`src/rtl/ex_muldiv_seq_pkg.sv`:
```
// Shared definitions for the RV32M multi-cycle multiply/divide sequencer:
// operation encoding (RV32M funct3 order), FSM state codes and the
// architecturally defined divide special-case constants.
package ex_muldiv_seq_pkg;

  localparam int unsigned MULDIV_XLEN = 32;

  typedef enum logic [2:0] {
    OP_MUL    = 3'd0,
    OP_MULH   = 3'd1,
    OP_MULHSU = 3'd2,
    OP_MULHU  = 3'd3,
    OP_DIV    = 3'd4,
    OP_DIVU   = 3'd5,
    OP_REM    = 3'd6,
    OP_REMU   = 3'd7
  } muldiv_op_t;

  typedef logic [1:0] muldiv_state_t;
  localparam muldiv_state_t ST_IDLE = 2'd0;
  localparam muldiv_state_t ST_CALC = 2'd1;
  localparam muldiv_state_t ST_FIX  = 2'd2;
  localparam muldiv_state_t ST_DONE = 2'd3;

  localparam logic [31:0] DIV0_QUOT    = 32'hFFFF_FFFF;
  localparam logic [31:0] OVF_DIVIDEND = 32'h8000_0000;
  localparam logic [31:0] OVF_DIVISOR  = 32'hFFFF_FFFF;
  localparam logic [31:0] OVF_QUOT     = 32'h8000_0000;
  localparam logic [31:0] OVF_REM      = 32'h0000_0000;

  // Two's-complement negation modulo 2^32.
  function automatic logic [31:0] neg32(input logic [31:0] x);
    return ~x + 32'd1;
  endfunction

endpackage

```
`src/rtl/ex_muldiv_seq_if.sv`:
```
// EX <-> muldiv sequencer bus.
//   master (EX side): drives flush, start, op, a, b; sees stall_o, done_o, result_o
//   slave (sequencer): the reverse
interface ex_muldiv_seq_if;
  import ex_muldiv_seq_pkg::*;

  logic        flush;
  logic        start;
  muldiv_op_t  op;
  logic [31:0] a;
  logic [31:0] b;
  logic        stall_o;
  logic        done_o;
  logic [31:0] result_o;

  modport master (output flush, start, op, a, b, input stall_o, done_o, result_o);
  modport slave  (input flush, start, op, a, b, output stall_o, done_o, result_o);

endinterface

```
`src/rtl/ex_muldiv_seq_step.sv`:
```
// Combinational iteration block: UNROLL shift-add (multiply) or
// restoring trial-subtract (divide) steps on the 64-bit accumulator.
//   is_div : 1 = divide step, 0 = multiply step
//   acc_i  : multiply {product_hi, multiplier}; divide {remainder, dividend/quotient}
//   opnd   : multiplicand or divisor magnitude
//   acc_o  : accumulator after UNROLL steps
module ex_muldiv_seq_step
#(
  parameter int unsigned UNROLL = 1
) (
  input  logic        is_div,
  input  logic [63:0] acc_i,
  input  logic [31:0] opnd,
  output logic [63:0] acc_o
);

  logic [63:0] acc;
  logic [32:0] t;

  always_comb begin
    acc = acc_i;
    t   = '0;
    for (int unsigned i = 0; i < UNROLL; i++) begin
      if (is_div) begin
        // Shift the next dividend bit into the remainder, keep the difference if it fits.
        t = {acc[63:32], acc[31]};
        if (t >= {1'b0, opnd}) begin
          t   = t - {1'b0, opnd};
          acc = {t[31:0], acc[30:0], 1'b1};
        end else begin
          acc = {t[31:0], acc[30:0], 1'b0};
        end
      end else begin
        // Add multiplicand on LSB of multiplier, then shift the product right.
        t   = {1'b0, acc[63:32]} + (acc[0] ? {1'b0, opnd} : 33'd0);
        acc = {t, acc[31:1]};
      end
    end
    acc_o = acc;
  end

endmodule

```
`src/rtl/ex_muldiv_seq.sv`:
```
// RV32M multi-cycle multiply/divide sequencer for the EX stage.
// Operates on operand magnitudes and fixes the sign in a final FIX cycle.
//   clk, rst (async, active-low)
//   bus.slave : flush, start, op, a, b in; stall_o (combinational),
//               done_o (one-cycle pulse), result_o out
// Optional: define DIVREM_CACHE_EN to reuse the last divide's quotient and
// remainder for a following DIV/REM pair with identical operands.
module ex_muldiv_seq
  import ex_muldiv_seq_pkg::*;
#(
  parameter int unsigned UNROLL = 1
) (
  input logic              clk,
  input logic              rst,
  ex_muldiv_seq_if.slave   bus
);

  localparam int unsigned N     = MULDIV_XLEN / UNROLL;
  localparam int unsigned CNT_W = $clog2(MULDIV_XLEN);

  muldiv_state_t    state_q, state_d;
  muldiv_op_t       op_q;
  logic             sa_q, sb_q;
  logic [CNT_W-1:0] cnt_q;
  logic [31:0]      opnd_q, result_q;
  logic [63:0]      acc_q, step_acc;
  logic             stall_c;

  // Cycle-0 decode of the incoming instruction.
  logic        accept, in_div, in_rem, a_sgn, b_sgn, sa_in, sb_in;
  logic        div_zero, div_ovf, special, cache_hit, fast;
  logic [31:0] abs_a, abs_b, sp_quot, sp_rem, cache_res, fast_res;

  assign accept   = bus.start && !bus.flush;
  assign in_div   = bus.op[2];
  assign in_rem   = bus.op[1];
  assign a_sgn    = bus.op inside {OP_MUL, OP_MULH, OP_MULHSU, OP_DIV, OP_REM};
  assign b_sgn    = bus.op inside {OP_MUL, OP_MULH, OP_DIV, OP_REM};
  assign sa_in    = a_sgn & bus.a[31];
  assign sb_in    = b_sgn & bus.b[31];
  assign abs_a    = sa_in ? neg32(bus.a) : bus.a;
  assign abs_b    = sb_in ? neg32(bus.b) : bus.b;
  assign div_zero = (bus.b == '0);
  assign div_ovf  = (bus.op inside {OP_DIV, OP_REM}) && (bus.a == OVF_DIVIDEND) &&
                    (bus.b == OVF_DIVISOR);
  assign special  = in_div && (div_zero || div_ovf);
  assign sp_quot  = div_zero ? DIV0_QUOT : OVF_QUOT;
  assign sp_rem   = div_zero ? bus.a : OVF_REM;
  assign fast     = special || cache_hit;
  assign fast_res = cache_hit ? cache_res : (in_rem ? sp_rem : sp_quot);

  ex_muldiv_seq_step #(.UNROLL(UNROLL)) u_muldiv_step (
    .is_div (op_q[2]),
    .acc_i  (acc_q),
    .opnd   (opnd_q),
    .acc_o  (step_acc)
  );

  // Sign fix-up and result selection for the FIX cycle.
  logic [63:0] prod_fix;
  logic [31:0] quot_fix, rem_fix, res_fix;

  assign prod_fix = (sa_q ^ sb_q) ? (~acc_q + 64'd1) : acc_q;
  assign quot_fix = (sa_q ^ sb_q) ? neg32(acc_q[31:0]) : acc_q[31:0];
  assign rem_fix  = sa_q ? neg32(acc_q[63:32]) : acc_q[63:32];

  always_comb begin
    res_fix = rem_fix;
    case (op_q)
      OP_MUL:                       res_fix = prod_fix[31:0];
      OP_MULH, OP_MULHSU, OP_MULHU: res_fix = prod_fix[63:32];
      OP_DIV, OP_DIVU:              res_fix = quot_fix;
      default:                      res_fix = rem_fix;
    endcase
  end

  // State register.
  always_ff @(posedge clk or negedge rst) begin
    if (!rst) state_q <= ST_IDLE;
    else      state_q <= state_d;
  end

  // Next state and stall.
  always_comb begin
    state_d = state_q;
    stall_c = 1'b0;
    case (state_q)
      ST_IDLE: begin
        if (accept) begin
          stall_c = 1'b1;
          state_d = fast ? ST_DONE : ST_CALC;
        end
      end
      ST_CALC: begin
        stall_c = 1'b1;
        if (cnt_q == '0) state_d = ST_FIX;
      end
      ST_FIX: begin
        stall_c = 1'b1;
        state_d = ST_DONE;
      end
      default: state_d = ST_IDLE;
    endcase
    if (bus.flush) state_d = ST_IDLE;
  end

  // Operand latch, iteration and result registers.
  always_ff @(posedge clk or negedge rst) begin
    if (!rst) begin
      op_q     <= OP_MUL;
      sa_q     <= 1'b0;
      sb_q     <= 1'b0;
      cnt_q    <= '0;
      opnd_q   <= '0;
      acc_q    <= '0;
      result_q <= '0;
    end else begin
      case (state_q)
        ST_IDLE: begin
          if (accept) begin
            op_q  <= bus.op;
            sa_q  <= sa_in;
            sb_q  <= sb_in;
            cnt_q <= CNT_W'(N - 1);
            if (in_div) begin
              acc_q  <= {32'd0, abs_a};
              opnd_q <= abs_b;
            end else begin
              acc_q  <= {32'd0, abs_b};
              opnd_q <= abs_a;
            end
            if (fast) result_q <= fast_res;
          end
        end
        ST_CALC: begin
          acc_q <= step_acc;
          cnt_q <= cnt_q - CNT_W'(1);
        end
        ST_FIX: begin
          if (!bus.flush) result_q <= res_fix;
        end
        default: ;
      endcase
    end
  end

`ifdef DIVREM_CACHE_EN
  // Last divide-class result; written only when the op is certain to reach DONE.
  logic        c_valid, c_sgn;
  logic [31:0] c_a, c_b, c_quot, c_rem, a_q, b_q;

  assign cache_hit = c_valid && in_div && (bus.a == c_a) && (bus.b == c_b) &&
                     (c_sgn == ~bus.op[0]);
  assign cache_res = in_rem ? c_rem : c_quot;

  always_ff @(posedge clk or negedge rst) begin
    if (!rst) begin
      c_valid <= 1'b0;
      c_sgn   <= 1'b0;
      c_a     <= '0;
      c_b     <= '0;
      c_quot  <= '0;
      c_rem   <= '0;
      a_q     <= '0;
      b_q     <= '0;
    end else begin
      if (state_q == ST_IDLE && accept) begin
        a_q <= bus.a;
        b_q <= bus.b;
      end
      if (state_q == ST_IDLE && accept && special) begin
        c_valid <= 1'b1;
        c_sgn   <= ~bus.op[0];
        c_a     <= bus.a;
        c_b     <= bus.b;
        c_quot  <= sp_quot;
        c_rem   <= sp_rem;
      end else if (state_q == ST_FIX && !bus.flush && op_q[2]) begin
        c_valid <= 1'b1;
        c_sgn   <= ~op_q[0];
        c_a     <= a_q;
        c_b     <= b_q;
        c_quot  <= quot_fix;
        c_rem   <= rem_fix;
      end
    end
  end
`else
  assign cache_hit = 1'b0;
  assign cache_res = '0;
`endif

  assign bus.stall_o  = stall_c & rst;
  assign bus.done_o   = (state_q == ST_DONE);
  assign bus.result_o = result_q;

endmodule
```
`src/flat_wrapper.sv`:
```
// flat-port wrapper written by rule: the top's interface ports become plain ports
module ex_muldiv_seq_flat import ex_muldiv_seq_pkg::*;
#(
  parameter int unsigned UNROLL = 1
)
  (clk, rst, bus_flush, bus_start, bus_op, bus_a, bus_b, bus_stall_o, bus_done_o, bus_result_o);
  ex_muldiv_seq_if bus_i ();
  input logic clk;
  input logic rst;
  input wire logic [$bits(bus_i.flush)-1:0] bus_flush;
  input wire logic [$bits(bus_i.start)-1:0] bus_start;
  input wire logic [$bits(bus_i.op)-1:0] bus_op;
  input wire logic [$bits(bus_i.a)-1:0] bus_a;
  input wire logic [$bits(bus_i.b)-1:0] bus_b;
  output wire logic [$bits(bus_i.stall_o)-1:0] bus_stall_o;
  output wire logic [$bits(bus_i.done_o)-1:0] bus_done_o;
  output wire logic [$bits(bus_i.result_o)-1:0] bus_result_o;
  assign bus_i.flush = bus_flush;
  assign bus_i.start = bus_start;
  assign bus_i.op = bus_op;
  assign bus_i.a = bus_a;
  assign bus_i.b = bus_b;
  assign bus_stall_o = bus_i.stall_o;
  assign bus_done_o = bus_i.done_o;
  assign bus_result_o = bus_i.result_o;
  ex_muldiv_seq #(.UNROLL(UNROLL)) u_core (.clk(clk), .rst(rst), .bus(bus_i));
endmodule
```
`config.mk`:
```
export PLATFORM = sky130hd
export DESIGN_NAME = ex_muldiv_seq_flat
export DESIGN_NICKNAME = d
export VERILOG_FILES = /design/src/rtl/ex_muldiv_seq_pkg.sv /design/src/rtl/ex_muldiv_seq_if.sv /design/src/rtl/ex_muldiv_seq_step.sv /design/src/rtl/ex_muldiv_seq.sv /design/src/flat_wrapper.sv
export SDC_FILE = /design/constraint.sdc
export NUM_CORES = 1
export LEC_CHECK = 0
export CAP_MARGIN = 40
export CELL_PAD_IN_SITES_DETAIL_PLACEMENT = 1
export CELL_PAD_IN_SITES_GLOBAL_PLACEMENT = 1
export CORE_MARGIN = 5
export CORE_UTILIZATION = 42
export CTS_BUF_LIST = sky130_fd_sc_hd__clkbuf_8
export DETAILED_ROUTE_END_ITERATION = 7
export PLACE_DENSITY = 0.9
export SLEW_MARGIN = 10
export SYNTH_ARGS = -nofsm -noshare
export SYNTH_HDL_FRONTEND = slang
export SYNTH_HIERARCHICAL = 1
export SYNTH_SLANG_ARGS = --single-unit
```
`constraint.sdc`:
```
create_clock -name clk -period 3.9 [get_ports clk]
set_clock_uncertainty 0.05 [all_clocks]
set_input_delay 0.78 -clock clk [delete_from_list [all_inputs] [get_ports clk]]
set_output_delay 0.78 -clock clk [all_outputs]
set_load 0.02 [all_outputs]
```
# Word-level counts from Yosys, hierarchy flattened
# Index checks and enable logic that the tools add are counted.
dict set report totals {
  inputBits 71
  out_inout_bits 34
  register_bits 140
  wordCells 97
}
dict set report classes {
  reduce_logical 23
  n_lt_le_gt_ge 1
  eq_ne 19
  n_bitwise 9
  n_mux 29
  n_addsub 8
}
# operator count
set ops {}
lappend ops {{two-way mux 32 bit} 12}
lappend ops {{two-way mux 64 bit} 4}
lappend ops {{adder 32 x 1 -> 32 bit, second input constant} 4}
lappend ops {{NOT 32 bit} 4}
lappend ops {{one-hot mux 64 bit (2 select lines)} 1}
lappend ops {{one-hot mux 32 bit (3 select lines)} 1}
lappend ops {{adder 64 x 1 -> 64 bit, second input constant} 1}
lappend ops {{equality test 32 bit, second input constant} 2}
lappend ops {{NOT 64 bit} 1}
lappend ops {{one-hot mux 32 bit (2 select lines)} 1}
lappend ops {{adder 32 x 32 -> 33 bit} 1}
lappend ops {{>= comparator 33 x 32 -> 1 bit} 1}
lappend ops {{zero test 32 bit} 1}
lappend ops {{subtractor 32 bit} 1}
lappend ops {{two-way mux 31 bit} 1}
lappend ops {{equality test 3 bit, second input constant} 4}
lappend ops {{one-hot mux 5 bit (2 select lines)} 1}
lappend ops {{equality test 3 x 2 -> 1 bit, second input constant} 3}
lappend ops {{two-way mux 2 bit} 4}
lappend ops {{equality test 3 x 1 -> 1 bit, second input constant} 2}
lappend ops {{zero test 3 bit} 2}
lappend ops {{!= test 3 x 2 -> 1 bit, second input constant} 2}
lappend ops {{one-hot mux 2 bit (3 select lines)} 1}
lappend ops {{AND reduction 2 bit} 3}
lappend ops {{21 further kinds} 31}

# Logic depth before layout (Yosys ltp)
dict set report depth {
  word_depth 10
  depth_mapped 16
  depth_no_buf 15
}

# Modules after synthesis
# Netlist, hierarchy kept.
# mod n_inst seq_area_each_um2 area_per_inst_um2 cells_each
set by_module_without_submodules {}
lappend by_module_without_submodules {ex_muldiv_seq 1 3503.4 10928.0 1383}
lappend by_module_without_submodules {ex_muldiv_seq_step 1 0.0 4698.3 671}

# Worst setup path before layout
# OpenSTA, ideal clock, no wires.
dict set report synth_path {
  kind {register to register}
  start {reg u_core.acc_q[0]}
  end {reg u_core.acc_q[59]}
  stages_incl_launch_ff 15
  path_buffers 1
  setup_slack_ns 0.298
  setup_ns 0.121
  synth_period_minus_slack_ns 3.602
  arrival_ns 3.431
  required_ns 3.729
  cell_sequence {dfrtp_1 -> clkbuf_1 -> and2_1 -> ha_1 -> fa_1 -> a21o_1 -> a211oi_2 -> and4bb_1 -> o211ai_2 -> a211oi_2 -> o211ai_2 -> or4b_1 -> and4_1 -> a221o_1 -> a22o_1}
}
dict set report synth_between {
  elab_chain_cells 4
}
# element line_no
set synth_rtl {}
lappend synth_rtl {{start, declared} ex_muldiv_seq.sv:26} ;# logic [63:0] acc_q, step_acc;
lappend synth_rtl {{start signal, assigned} ex_muldiv_seq.sv:126} ;# acc_q <= {32'd0, abs_a};
lappend synth_rtl {{start signal, assigned} ex_muldiv_seq.sv:129} ;# acc_q <= {32'd0, abs_b};
lappend synth_rtl {{start signal, assigned} ex_muldiv_seq.sv:136} ;# acc_q <= step_acc;
lappend synth_rtl {{two-way mux 32 bit} ex_muldiv_seq_step.sv:35} ;# t = {1'b0, acc[63:32]} + (acc[0] ? {1'b0, opnd} : 33'd0);
lappend synth_rtl {{adder 32 x 32 -> 33 bit} ex_muldiv_seq_step.sv:35}
lappend synth_rtl {{two-way mux 64 bit} ex_muldiv_seq_step.sv:24} ;# if (is_div) begin
lappend synth_rtl {{named net u_core.step_acc[59]} ex_muldiv_seq.sv:26}
lappend synth_rtl {{one-hot mux 64 bit (2 select lines)} ex_muldiv_seq.sv:118} ;# case (state_q)
# The timed path passes the listed nets, and every way through them passes these cells.
# A chain may end at the register's enable or synchronous reset.

# Worst setup path after layout
dict set report layout_path {
  start {reg u_core.opnd_q[1]}
  end {reg u_core.acc_q[0]}
}
dict set report layout_between {
  elab_chain_cells 4
}
# element line_no
set layout_rtl {}
lappend layout_rtl {{start, declared} ex_muldiv_seq.sv:25} ;# logic [31:0] opnd_q, result_q;
lappend layout_rtl {{start signal, assigned} ex_muldiv_seq.sv:127} ;# opnd_q <= abs_b;
lappend layout_rtl {{start signal, assigned} ex_muldiv_seq.sv:130} ;# opnd_q <= abs_a;
lappend layout_rtl {{>= comparator 33 x 32 -> 1 bit} ex_muldiv_seq_step.sv:27} ;# if (t >= {1'b0, opnd}) begin
lappend layout_rtl {{two-way mux 64 bit} ex_muldiv_seq_step.sv:27}
lappend layout_rtl {{two-way mux 64 bit} ex_muldiv_seq_step.sv:24}
lappend layout_rtl {{named net u_core.step_acc[0]} ex_muldiv_seq.sv:26}
lappend layout_rtl {{one-hot mux 64 bit (2 select lines)} ex_muldiv_seq.sv:118}
# The timed path passes the listed nets, and every way through them passes these cells.

==> impl_summary.md <==
Drt
The total number of vias is 18400. After detailed routing, the number of vias per cell comes to 6.87. The detailed-route wire length is 74.9 mm. The residual DRC count is 0.

The number of nets with antenna violations after detailed routing is 0. The number of DRC violations after detailed-routing iteration 0 is 1994. The wire length per cell after detailed routing is 28.0 µm. The first-pass detailed-route iteration total is 6.

Synthesis
Each instance of the synthesized netlist takes up on average 7.61 µm². The fraction of registers with async set or reset after synthesis is 100%. Counting every instance in the synthesized netlist gives 2054. The sequential fraction of the synthesis area is 22.4%. After synthesis the cells add up to 15600 µm². nor2_1 is the most common cell in the netlist. When the netlist entered floorplanning its net count stood at 2202. The most used flip-flop cell after synthesis is dfrtp_1. The number of unique standard cell types used by synthesis is 88.

The synthesized design contains 140 register bits. The count of yosys warnings during synthesis is 6. By area the synthesized netlist is led by dfrtp_1, ha_1, a21oi_1, o21ai_0, xnor2_1. In this run, synthesis inferred 0 flip-flops with an integrated enable. After synthesis, the most frequently instantiated cells are nor2_1, a21oi_1, nand2_1.

The top cell type by total area after synthesis is dfrtp_1. The area share of the largest cell type after synthesis is 22.4%.

Outcome
The run finished with clean final reports.

STA
Setup violations remaining at the end of the flow were counted as 0. The final critical-path setup slack is 0.0111 ns. For the finished layout, the period the worst path requires is 3.89 ns. The post-route setup TNS is 0 ns. After layout, the worst path uses 99.7% of the clock period. The final-report max-slew violation count is 0.

The count of endpoints failing hold in the final timing report is 0. The slew at the pin closest to its max-slew limit is 0.892 ns. The normalized max-slew margin is 40.3%.

Timing would allow up to 257 MHz.

Final layout
The number of nets at the end of the flow is 2335. Once layout is complete, the cells apart from fillers number 2671. The layout cell share with drive strength beyond 1 is 12.5%. The area of the multi-input gates is 11300 µm². The share of the core filled with cells is 50.1%. The synthesis-to-layout area growth is 17.7%. The sequential standard cell area is 3510 µm².

The layout filler cell count is 4510.

CTS
The number of buffers created by CTS is 17. The clock sink count is 140. The clock tree from TritonCTS is yes. The count of hold-fix buffers inserted at cts is 0.

CTS placed an instance of clkbuf_8 at the clock tree root. The maximum number of buffers from clock root to sink is 2. The latest clock arrival within the worst-skew pair is 0.49 ns. In this run the number of H-tree levels came out at 4. Clock-pin slew was measured on the worst setup and hold paths at 0.11 ns.

Floorplan
The initial utilization of the core area, before any placement, comes to 42.6%. The area inside the core boundary is 36700 µm². The total number of placement rows is 70. The floorplan die width is 203 µm. The top-level port count is 105.

The height of the chip is 203 µm. The area of the die is 41200 µm².

Global route
The global-route wire length before repair is 113 mm. The number of antenna violations at the first check in global routing came to 5. The maximum number of pins on one net before global-route repair is 141.

The remaining global-route overflow is 0. The via count of the first global-routing pass is 18200. Global routing consumed, over all layers together, 35.1% of the routing resources.

Placement
After detailed placement, the design holds a cell count of 2633. Routability-driven placement finished with a final weighted congestion of 1.04. The HPWL after detailed placement is 57.2 mm. The worst slack at placement is 0.0135 ns. In this run the tool buffered the top-level ports with 104 buffer cells.

Worst setup path
In this run the worst path has a maximum fanout of 4. The required time of the worst setup path is 4.21 ns. The endpoint kind of the worst setup timing path is a flip-flop. STA classifies the critical path startpoint as a flip-flop. The arrival time reported for the critical path endpoint is 4.20 ns. The critical path is of the flip-flop to flip-flop type.

Pwr
The worst vdd rail ir drop is 0.364 mV. Power spread over the standard cell area amounts to 1020 nW/µm². For this design the static power due to leakage is 7.75 nW.

Run
Max-cap violations in this run came to 0.

Hold path
The class of the tightest hold or removal check is input port to async pin.
-- sequential cells by signal (all words and copies together), names as in the netlist --
register and count:
u_core/acc_q 64, u_core/sb_q 1, u_core/sa_q 1, u_core/state_q 2, u_core/cnt_q 5, u_core/op_q 3
u_core/bus.result_o 32, u_core/opnd_q 32
-- cell type report --
| cell class | count | share of cell area [%] |
|---|---|---|
| multi-input combinational | 1694 | 61.6 |
| sequential | 140 | 19.1 |
| timing repair buffer | 249 | 12.0 |
| tap | 468 | 3.18 |
| inverter | 85 | 1.73 |
| clock buffer | 17 | 1.27 |
| clock inverter | 15 | 1.03 |
| antenna | 3 | 0.0408 |
-- placed cells by master, fill, tap and decap left out, types with 32 or more instances in the layout --
cell and n:
xor2_1 65, ha_1 75, dfrtp_1 138, mux2i_1 44, a31oi_1 41, inv_1 84
buf_4 137, nand3_1 39, clkdlybuf4s50_1 102, a22o_1 32, nor2_1 197, a21oi_1 159
o21ai_0 154, nand2_1 160, or3_1 34, mux2_2 43, nand4_1 37, xnor2_1 87
a21o_1 43, and2_1 41, nor3_1 54
-- per-stage QoR --
| step | hold slack, ns | total power [mW] | area [µm²] |
|---|---|---|---|
| floorplan | 0.405 | 11.5 | 15600 |
| global placement | 0.432 | 16.1 | 17900 |
| detailed placement | 0.445 | 16.6 | 17900 |
| CTS | 0.428 | 18.1 | 18300 |
| global route | 0.445 | 19.6 | 18400 |
| finish | 0.384 | 18.7 | 18400 |
-- final timing paths --
kind	to	slack, ns	from	depth (start not counted)
max reg2reg	u_core/acc_q[0]	0.01	u_core/opnd_q[1]	16
min in group clk	u_core/opnd_q[8]	0.46	u_core/opnd_q[8]	1
max in group asynchronous	u_core/op_q[2]	2.74	rst	2
max	u_core/acc_q[0]	0.01	u_core/opnd_q[1]	16
min	u_core/acc_q[44]	0.38	rst	2
min reg2reg	u_core/opnd_q[8]	0.46	u_core/opnd_q[8]	1
-- kinds of logic after synthesis --
kind of cell    count (synthesis)  synth area share [%]
compound gates                680                  28.9
xor+xnor                      154                  8.63
fa+ha+maj                      77                  6.26
buf+inv                       220                  5.60
flops                         140                  22.4
mux                            87                  5.92
simple gates                  696                  22.3
-- routing by layer --
metal  share of wire (%)  GRT usage [%]  wire length, µm
met1                  40           46.0            30200
met2                  44           54.6            32900
met3                 9.8           8.11             7330
met4                 5.9           17.3             4450
met5               0.036              0               27
-- what timing repair did --
item                                   4_1_cts  5_1_grt
setup buffers                                0        3
gates resized for setup                      0       11
endpoints found under the hold margin        0        0
setup endpoints to repair                    0        5
-- worst max-delay path, cell delays in order (launching register included) --
cell     delay, ns
dfrtp_1       0.46
inv_1         0.13
ha_1          0.34
nor2b_1       0.17
o31a_1        0.30
o31ai_1       0.61
o21a_1        0.27
o21ai_1       0.17
nand3_1       0.17
buf_4         0.14
nand2_1       0.12
nor2_1        0.35
nor2_1        0.13
nand2_1       0.09
o21ai_0       0.09
nand2_1       0.09
o21ai_0       0.08
-- power breakdown --
part / switching, mW / leakage [nW] / total, mW / internal (mW)
registers: 0.944 / 1.75 / 3.04 / 2.10
clock network: 0.708 / 0.205 / 1.35 / 0.644
logic: 8.86 / 5.80 / 14.3 / 5.46
total: 10.5 / 7.75 / 18.7 / 8.20
Power figures use the tool's default switching activity.
